**src/rtl/arbitro_memoria.sv**
```systemverilog
// Two-port arbiter and single-cycle access sequencer for the shared data memory.
// Optional build macro ARB_PRIORIDADE_FIXA_EN selects fixed priority (port 0 wins ties).
module arbitro_memoria #(
  parameter int unsigned LARGURA      = 32,
  parameter int unsigned PROFUNDIDADE = 512
) (
  input  logic               clock,
  input  logic               reset,
  input  logic               req0,
  input  logic               req1,
  input  logic               we0,
  input  logic               we1,
  input  logic [LARGURA-1:0] addr0,
  input  logic [LARGURA-1:0] addr1,
  input  logic [LARGURA-1:0] wdata0,
  input  logic [LARGURA-1:0] wdata1,
  output logic               ack0,
  output logic               ack1,
  output logic [LARGURA-1:0] rdata0,
  output logic [LARGURA-1:0] rdata1,
  output logic               erro0,
  output logic               erro1,
  output logic [LARGURA-1:0] mem_endereco,
  output logic [LARGURA-1:0] mem_indata,
  output logic               mem_lerMem,
  output logic               mem_escMem,
  input  logic [LARGURA-1:0] mem_output
);

  typedef enum logic [1:0] {
    Ocioso,
    Acesso,
    Retorno
  } estado_t;

  estado_t            estado;
  logic               dono;
  logic               we_lat;
  logic               vencedor;
  logic               sel_we;
  logic [LARGURA-1:0] sel_addr;
  logic [LARGURA-1:0] sel_wdata;

`ifdef ARB_PRIORIDADE_FIXA_EN
  always_comb begin
    vencedor = ~req0;
  end
`else
  logic ultimo;

  // On a tie the port that was not served last wins; otherwise the lone requester.
  always_comb begin
    if (req0 && req1) begin
      vencedor = ~ultimo;
    end else begin
      vencedor = ~req0;
    end
  end
`endif

  always_comb begin
    sel_we    = vencedor ? we1    : we0;
    sel_addr  = vencedor ? addr1  : addr0;
    sel_wdata = vencedor ? wdata1 : wdata0;
  end

  always_ff @(posedge clock) begin
    if (reset) begin
      estado       <= Ocioso;
      dono         <= 1'b0;
      we_lat       <= 1'b0;
`ifndef ARB_PRIORIDADE_FIXA_EN
      ultimo       <= 1'b1;
`endif
      ack0         <= 1'b0;
      ack1         <= 1'b0;
      erro0        <= 1'b0;
      erro1        <= 1'b0;
      rdata0       <= '0;
      rdata1       <= '0;
      mem_endereco <= '0;
      mem_indata   <= '0;
      mem_lerMem   <= 1'b0;
      mem_escMem   <= 1'b0;
    end else begin
      unique case (estado)
        Ocioso: begin
          if (req0 || req1) begin
            dono   <= vencedor;
            we_lat <= sel_we;
`ifndef ARB_PRIORIDADE_FIXA_EN
            ultimo <= vencedor;
`endif
            if (sel_addr < LARGURA'(PROFUNDIDADE)) begin
              mem_endereco <= sel_addr;
              mem_indata   <= sel_wdata;
              mem_lerMem   <= ~sel_we;
              mem_escMem   <= sel_we;
              estado       <= Acesso;
            end else begin
              // Out-of-range: answer straight away with an error, memory untouched.
              if (vencedor) begin
                ack1  <= 1'b1;
                erro1 <= 1'b1;
                if (!sel_we) rdata1 <= '0;
              end else begin
                ack0  <= 1'b1;
                erro0 <= 1'b1;
                if (!sel_we) rdata0 <= '0;
              end
              estado <= Retorno;
            end
          end
        end
        Acesso: begin
          mem_lerMem <= 1'b0;
          mem_escMem <= 1'b0;
          if (dono) begin
            ack1 <= 1'b1;
            if (!we_lat) rdata1 <= mem_output;
          end else begin
            ack0 <= 1'b1;
            if (!we_lat) rdata0 <= mem_output;
          end
          estado <= Retorno;
        end
        Retorno: begin
          ack0   <= 1'b0;
          ack1   <= 1'b0;
          erro0  <= 1'b0;
          erro1  <= 1'b0;
          estado <= Ocioso;
        end
        default: begin
          estado <= Ocioso;
        end
      endcase
    end
  end

endmodule

```
**config.mk**
```make
export PLATFORM = sky130hd
export DESIGN_NAME = arbitro_memoria
export DESIGN_NICKNAME = d
export VERILOG_FILES = /design/src/rtl/arbitro_memoria.sv
export SDC_FILE = /design/constraint.sdc
export NUM_CORES = 1
export LEC_CHECK = 0
export BUFFER_PORTS_ARGS = -buffer_cell sky130_fd_sc_hd__buf_2
export CORE_UTILIZATION = 39
export CTS_CLUSTER_DIAMETER = 30
export DETAILED_ROUTE_END_ITERATION = 7
export PLACE_DENSITY = 0.66
export SKIP_LAST_GASP = 1
export SLEW_MARGIN = 10
export SYNTH_ARGS = -nofsm -noshare
export SYNTH_HDL_FRONTEND = slang
export SYNTH_SLANG_ARGS = --single-unit
```
**constraint.sdc**
```tcl
create_clock -name clock -period 4.1 [get_ports clock]
set_input_delay 0.82 -clock clock [delete_from_list [all_inputs] [get_ports clock]]
set_output_delay 0.82 -clock clock [all_outputs]
set_load 0.01 [all_outputs]
```
; After elaboration in Yosys (flattened, before gate mapping)
; Cells that the tools add are included.
[word_totals]
elab_cells = 81
reg_bits = 139
[classes]
mux = 37
n_eq_ne = 11
bitwise_logic = 3
magnitude_cmp = 1
reduce_logical = 15
[ops]
columns = operator, count
row1 = $mux 32, 12
row2 = $pmux 32 s2, 2
row3 = $lt 32x10->1 const B, 1
row4 = $ne 2x2->1 const B, 9
row5 = $mux 1, 14
row6 = $reduce_and 7->1, 2
row7 = $reduce_and 5->1, 2
row8 = $pmux 1 s2, 4
row9 = $reduce_and 4->1, 2
row10 = $pmux 1 s3, 2
row11 = $reduce_and 3->1, 2
row12 = $mux 2, 2
row13 = $pmux 2 s2, 1
row14 = $reduce_bool 2->1, 2
row15 = $not 1->1, 3
row16 = $reduce_bool 3->1, 1
row17 = $eq 2x1->1 const B, 1
row18 = $eq 2x2->1 const B, 1
row19 = $logic_not 2->1, 1
row20 = $reduce_and 2->1, 1
row21 = $logic_and 1x1->1, 1
row22 = $logic_or 1x1->1, 1

; Logic depth before layout (Yosys ltp)
; Gate-level depths: netlist of the first run.
[depth]
word_depth = 8
depth_mapped = 7
ltp_nobuf = 5

; Worst setup path before layout of the first run
; OpenSTA, ideal clock, no wires.
[synth_path]
kind = in2reg
from = input port addr1[12]
to = register mem_indata[10]
setup_slack_ns = 1.452
t_arrival_ns = 2.514
path_buffers = 2
stages = 7
setup_ns = 0.134
path_cell_list = or4_1 a2111o_1 and2_4 buf_6 buf_6 a2111oi_2 a211oi_1
[synth_between]
elab_chain_len = 3
[synth_rtl]
columns = item, line_no
row1 = "start, declared", 14  ; input logic [LARGURA-1:0] addr1,
row2 = $mux 32, 63  ; sel_addr = vencedor ? addr1 : addr0;
row3 = $lt 32x10->1, 94  ; if (sel_addr < LARGURA'(PROFUNDIDADE)) begin
row4 = $reduce_and 3->1 (no line), -
row5 = "end signal, assigned", 96  ; mem_indata <= sel_wdata;
row6 = "end, declared", 24  ; output logic [LARGURA-1:0] mem_indata,
; Every way passes these cells.
; A chain may end at the register's enable or synchronous reset.

; Worst setup path after layout of the first run
[layout_path]
from = input port addr0[22]
to = register mem_indata[31]
[layout_between]
elab_chain_len = 3
[layout_rtl]
columns = item, line_no
row1 = "start, declared", 13  ; input logic [LARGURA-1:0] addr0,
row2 = $mux 32, 63
row3 = $lt 32x10->1, 94
row4 = $reduce_and 3->1 (no line), -
; Every way passes these cells.

==> results of run 1 <==
==> cell type report <==
type / count / area [um2] / area share [%]
Timing Repair Buffer: 317 / 1660 / 18.5
Clock inverter: 8 / 50.0 / 0.558
Clock buffer: 21 / 450 / 5.02
Tap cell: 220 / 275 / 3.07
Inverter: 47 / 176 / 1.97
Multi-Input combinational cell: 451 / 3570 / 39.8
Antenna cell: 1 / 2.50 / 0.0279
Sequential cell: 139 / 2780 / 31.0
==> synthesized netlist by cell type, types with 2 or more instances <==
cell and n:
nor3b_1 23, nand2_1 39, nor3_1 4, inv_1 46, buf_4 5, a21oi_1 3
a31oi_1 2, o211ai_1 2, nor4_1 8, nor2b_1 35, nor2_1 12, mux2i_1 33
buf_2 11, nand3_1 35, a2111oi_4 3, clkbuf_1 43, a2111oi_0 4, buf_1 6
a211oi_1 44, nand2b_1 35, dfxtp_1 139, mux2_2 41, a2111oi_2 34, o21ai_0 35
buf_6 5, a22oi_1 2, nand4_1 3, a2bb2oi_1 32
==> worst min-delay path by stage <==
stage,from,endpoint
6_report,mem_endereco[4],mem_endereco[4]
5_1_grt,mem_indata[14],mem_indata[14]
4_1_cts,mem_indata[14],mem_indata[14]
3_5_place_dp,mem_endereco[5],mem_endereco[5]
3_3_place_gp,erro1,erro1
2_1_floorplan,mem_endereco[0],mem_endereco[0]
==> report_power, final <==
group	internal, mW	switching, mW
Sequential	1.36	0.00612
Combinational	0.136	0.150
Clock	0.773	0.569
==> metal layers <==
layer	vias up	GRT usage, %
li1	3097	-
met1	2994	28.6
met2	236	36.4
met3	29	5.63
met4	0	8.18
met5	-	0
==> worst max-delay path: stages <==
cell and delay, ns:
buf_2 0.10, nor3_1 0.24, nand3_1 0.12, or3_2 0.87, buf_4 0.35, a2111oi_0 0.42
a211oi_1 0.09
==> sequential cells by signal (all words and copies together), names as in the netlist, 2 cells and up <==
| register | flops |
|---|---|
| estado | 2 |
| rdata1 | 32 |
| rdata0 | 32 |
| mem_endereco | 32 |
| mem_indata | 32 |
==> stage by stage <==
| stage | power, mW | util, % | area (um2) |
|---|---|---|---|
| 6_report | 2.99 | 53.3 | 8970 |
| 5_1_grt | 3.11 | 53.3 | 8970 |
| 3_3_place_gp | 1.68 | 50.3 | 8470 |
| 3_5_place_dp | 1.68 | 50.3 | 8470 |
| 2_1_floorplan | 1.55 | - | 6820 |
| 4_1_cts | 3.03 | 53.3 | 8970 |
==> cells by family after synthesis <==
group	after synthesis
AO/OA/AOI/OAI	174
buffers and inverters	117
flip-flops	139
multiplexers	74
AND/OR/NAND/NOR	203
==> flow_summary.ini, run 1 <==
[clock_tree]
h-tree-depth = 4
cts_setup_buffers = 0
cts_sinks = 139
cts_inserted_buffers = 17
hold_buffers = 0
clk_pin_slew_ns = 0.06
clk_latency_ns = 0.42
ctsResizeCount = 0
clk_path_buf_depth = 2
cts_tree = yes
cts_root_buf = clkbuf_16

[yosys]
synth_top_cell_by_area = dfxtp_1
yosys.area_share.adder_pct = 0
synth.area.mux_share_pct = 11.6
ys_seq_area_share_pct = 40.8
ys_ff_latch = 139
yosysWarnings = 0
synthSimpleGateAreaFrac_pct = 16.6
synth-main-ff-cell = dfxtp_1
synth_top_family_by_area = compound AO/OA/AOI/OAI gates
synth-edff-count = 0
netlist.area_leader.share_pct = 40.8
synth_compound_area_share_pct = 23.5
synthCells = 707
ys_async_sr_fraction_pct = 0
synth_fp_nets = 873
synth_xor_area_share_pct = 0
synthesis.area_mm2 = 0.00682
yosys-top-cells-area = dfxtp_1 (41%), a2111oi_2 (7.5%), mux2_2 (6.8%)
synth_cell_types = 51
synth.avg_cell_area_um2 = 9.64

[timing]
hold_violations = 0
skew_ns = 0.0118
slew-limit-headroom_pct = 17.9
period_needed_ns = 2.78
fin_ws_ns = 1.32
worst_pin_slew_ns = 1.23
rsz0062_at_grt = false
hold_ws_ns = 0.453
fmax_mhz = 360
report.final.slew_viol_count = 0
setup_viol = 0
final.setup.tns_ns = 0
period_share_pct = 67.8

[critical_path]
critical_path.endpoint = mem_indata[31]
reg2reg_depth = 6
regToRegEndpoint = mem_indata[31]
critPathKind = input port to flip-flop
crit_fanout = 28
worstSetupEndpointType = flip-flop
crit_required_ns = 4.35
crit_path_start_kind = input port
critPathArrivalTime_ns = 3.03
startpoint = addr0[22]
r2r-start = ultimo
r2r_slack_ns = 1.54

[power]
cellPowerDensity_mw_per_mm2 = 333
p_leak_nw = 3.73
vdd_drop_max_mv = 0.291

[placed_design]
gp_congestion = 0.792
dp_slack_ns = 0.884
io_buffers = 299
place_hpwl_um = 14000
dp_cells = 1174

[cells_and_area]
area_growth_pct = 31.5
nets = 1139
fin_cells = 1204
layout_common_cells = buf_2 (298), dfxtp_1 (139), inv_1 (46), a211oi_1 (44), mux2_2 (41)
layout_commonest_cell = buf_2
drive_gt1_share_pct = 44.2
nFillCells = 1560

[floorplan]
die_h_um = 134
design.core.area_mm2 = 0.0168
ios = 300
die_x_um = 134
rows = 47
die_area_mm2 = 0.0180
start_util_pct = 40.5

[route]
m1WireLength_um = 9040
wl_met3_um = 1140
dr_total_vias = 6356
drt_iter0_markers = 358
avgRoutedWirePerCell_um = 16.9
top_layer_used = met4
dr_wl_met2_um = 9790
ant_nets = 0
vias_per_cell = 5.28
drcViolationCount = 0
totalWireLength_um = 20400
dr.pass1.iters = 5

[outcome]
status = finished, final reports clean

[global_route]
grt_overflow_total = 0
grtUsageTotal_pct = 22.4
grt_pass1_vias = 5899
grt_start_max_net_pins = 65
antenna_found_initial = 1
grt_pass1_wl_um = 31600

[hold_path]
hold_path.class = flip-flop to flip-flop
whs_path_depth = 2

[flow_run]
drv_cap = 0
(Power assumes the default switching activity.)
==> inputs of run 2 (changes only) <==
==> constraint.sdc (replaced) <==
create_clock -name clock -period 2.7 [get_ports clock]
set_input_delay 0.54 -clock clock [delete_from_list [all_inputs] [get_ports clock]]
set_output_delay 0.54 -clock clock [all_outputs]
set_load 0.01 [all_outputs]
==> run 2 against run 1 <==
Clock-buffer cell count decreased by 2. Sequential share of layout area decreased by 0.87 points. Design area increased by 2.9%. Critical path depth unchanged. Power increased by 62%. First-iteration DRC count decreased by 0.28%. Combinational power increased by 56%.
==> flow_summary.ini, run 2 (synthesis gave the netlist of run 1 again) <==
[timing]
slew-limit-headroom_pct = 53.7
fin_ws_ns = 0.318
hold_ws_ns = 0.401
hold_violations = 0
fmax_mhz = 420
worst_pin_slew_ns = 0.685
skew_ns = 0.0101
report.final.slew_viol_count = 0
period_needed_ns = 2.38
setup_viol = 0
rsz0062_at_grt = false
period_share_pct = 88.2

[critical_path]
slowest_stage = or3_2
cp_top_family = simple AND/OR/NAND/NOR gates
slowest_delay_ns = 0.66
crit_fanout = 20
r2r_slack_ns = 0.48
critPathArrivalTime_ns = 2.67
crit_path_start_kind = input port
worstSetupEndpointType = flip-flop
critPathKind = input port to flip-flop
crit_required_ns = 2.99
critPathBufInv = 2
cp_cell_sequence = buf_2 -> nor3_1 -> nand3_1 -> or3_2 -> buf_4 -> a2111oi_0 -> a211oi_1

[route]
avgRoutedWirePerCell_um = 16.8
dr.pass1.iters = 4
vias_per_cell = 5.23
totalWireLength_um = 20400
dr_total_vias = 6368
drt_iter0_markers = 357
drcViolationCount = 0
ant_nets = 0

[global_route]
antenna_found_initial = 2
grt_overflow_total = 0
grtUsageTotal_pct = 22.8
grt_pass1_vias = 6188
grt_start_max_net_pins = 89
grt_pass1_wl_um = 32300

[cells_and_area]
design_area_mm2 = 0.00923
drive_gt1_share_pct = 45.2
layout_common_cells = buf_2 (298), dfxtp_1 (139), inv_1 (46), a211oi_1 (44), mux2_2 (41)
layout_commonest_cell = buf_2
area_growth_pct = 35.3
nets = 1149
fin_cells = 1218

[power]
pwr-share-seq_pct = 42.6
power_frac_clock_pct = 48.2
cellPowerDensity_mw_per_mm2 = 526
p_total_mw = 4.86
sw_frac_of_total_pct = 24.0
vdd_drop_max_mv = 0.406
p_leak_nw = 3.86
pwr-share-comb_pct = 9.2
power.switching_mw = 1.17
p_int_mw = 3.69

[clock_tree]
clk_path_buf_depth = 2
hold_buffers = 0
cts_inserted_buffers = 17
cts_root_buf = clkbuf_16
cts_setup_buffers = 0
clk_pin_slew_ns = 0.06
h-tree-depth = 4
clk_latency_ns = 0.42
ctsResizeCount = 0
cts_sinks = 139
cts_tree = yes

[floorplan]
die_x_um = 134
design.core.area_mm2 = 0.0168
die_h_um = 134
rows = 47
start_util_pct = 40.5
ios = 300
die_area_mm2 = 0.0180

[placed_design]
dp_cells = 1184
io_buffers = 299
gp_congestion = 0.792
place_hpwl_um = 14400
placed_area_mm2 = 0.00863
dp_slack_ns = -0.101

[hold_path]
hold_path.class = input port to flip-flop

[flow_run]
drv_cap = 0

[outcome]
status = finished, final reports clean
==> run 2: cell count changes in the layout (fill, tap and decap cells not counted) <==
cell / before / now
clkinv_2: 4 / 3
diode_2: 1 / 2
clkbuf_1: 3 / 0
bufinv_16: 0 / 2
buf_4: 17 / 20
buf_12: 2 / 9
clkbuf_8: 1 / 2
clkinv_4: 0 / 3
clkinvlp_4: 4 / 3
inv_6: 0 / 2
==> run 2: per-stage QoR <==
| step | setup TNS [ns] | util (%) |
|---|---|---|
| finish | 0 | 54.9 |
| global route | 0 | 54.9 |
| CTS | 0 | 54.8 |
| detailed placement | -1.91 | 51.3 |
| global placement | -1.10 | 51.3 |
| floorplan | 0 | - |
==> run 2: final timing paths <==
check | startpoint | endpoint | depth (start not counted)
worst min register to register | mem_indata[23] | mem_indata[23] | 2
worst min-delay path | mem_output[11] | rdata0[11] | 3
worst max register to register | ultimo | mem_indata[0] | 6
worst max-delay path | addr0[22] | mem_indata[0] | 7
==> run 2: worst register-to-register path: cells and delay by family (launching register included) <==
kind            cells  cell delay [ns]
simple gates        3             0.92
flops               1             0.34
buf+inv             1             0.31
compound gates      2             0.53
==> run 2: final cells by class <==
type	count	area, um2
diodes	2	5.00
clock buffers	19	453
clock inverters	13	141
fillers	1577	7590
inverters	47	176
multi-input cells	451	3570
flip-flops and latches	139	2780
well taps	220	275
repair buffers	327	1820
==> run 2: metal layers <==
layer | GRT usage (%) | routed length [um] | vias up
li1 | - | - | 3131
met3 | 4.65 | 1020 | 37
met5 | 0 | 0 | -
met2 | 38.1 | 9980 | 226
met1 | 28.7 | 8900 | 2974
met4 | 9.49 | 517 | 0
==> run 2: power groups by stage <==
stage                     sequential, mW  clock [mW]  combinational, mW
final                               2.07        2.34              0.444
after floorplan                     2.12           0              0.240
after detailed placement            2.12           0              0.447
after global placement              2.12           0              0.449
after CTS                           2.07        2.40              0.447
after global routing                2.07        2.49              0.478
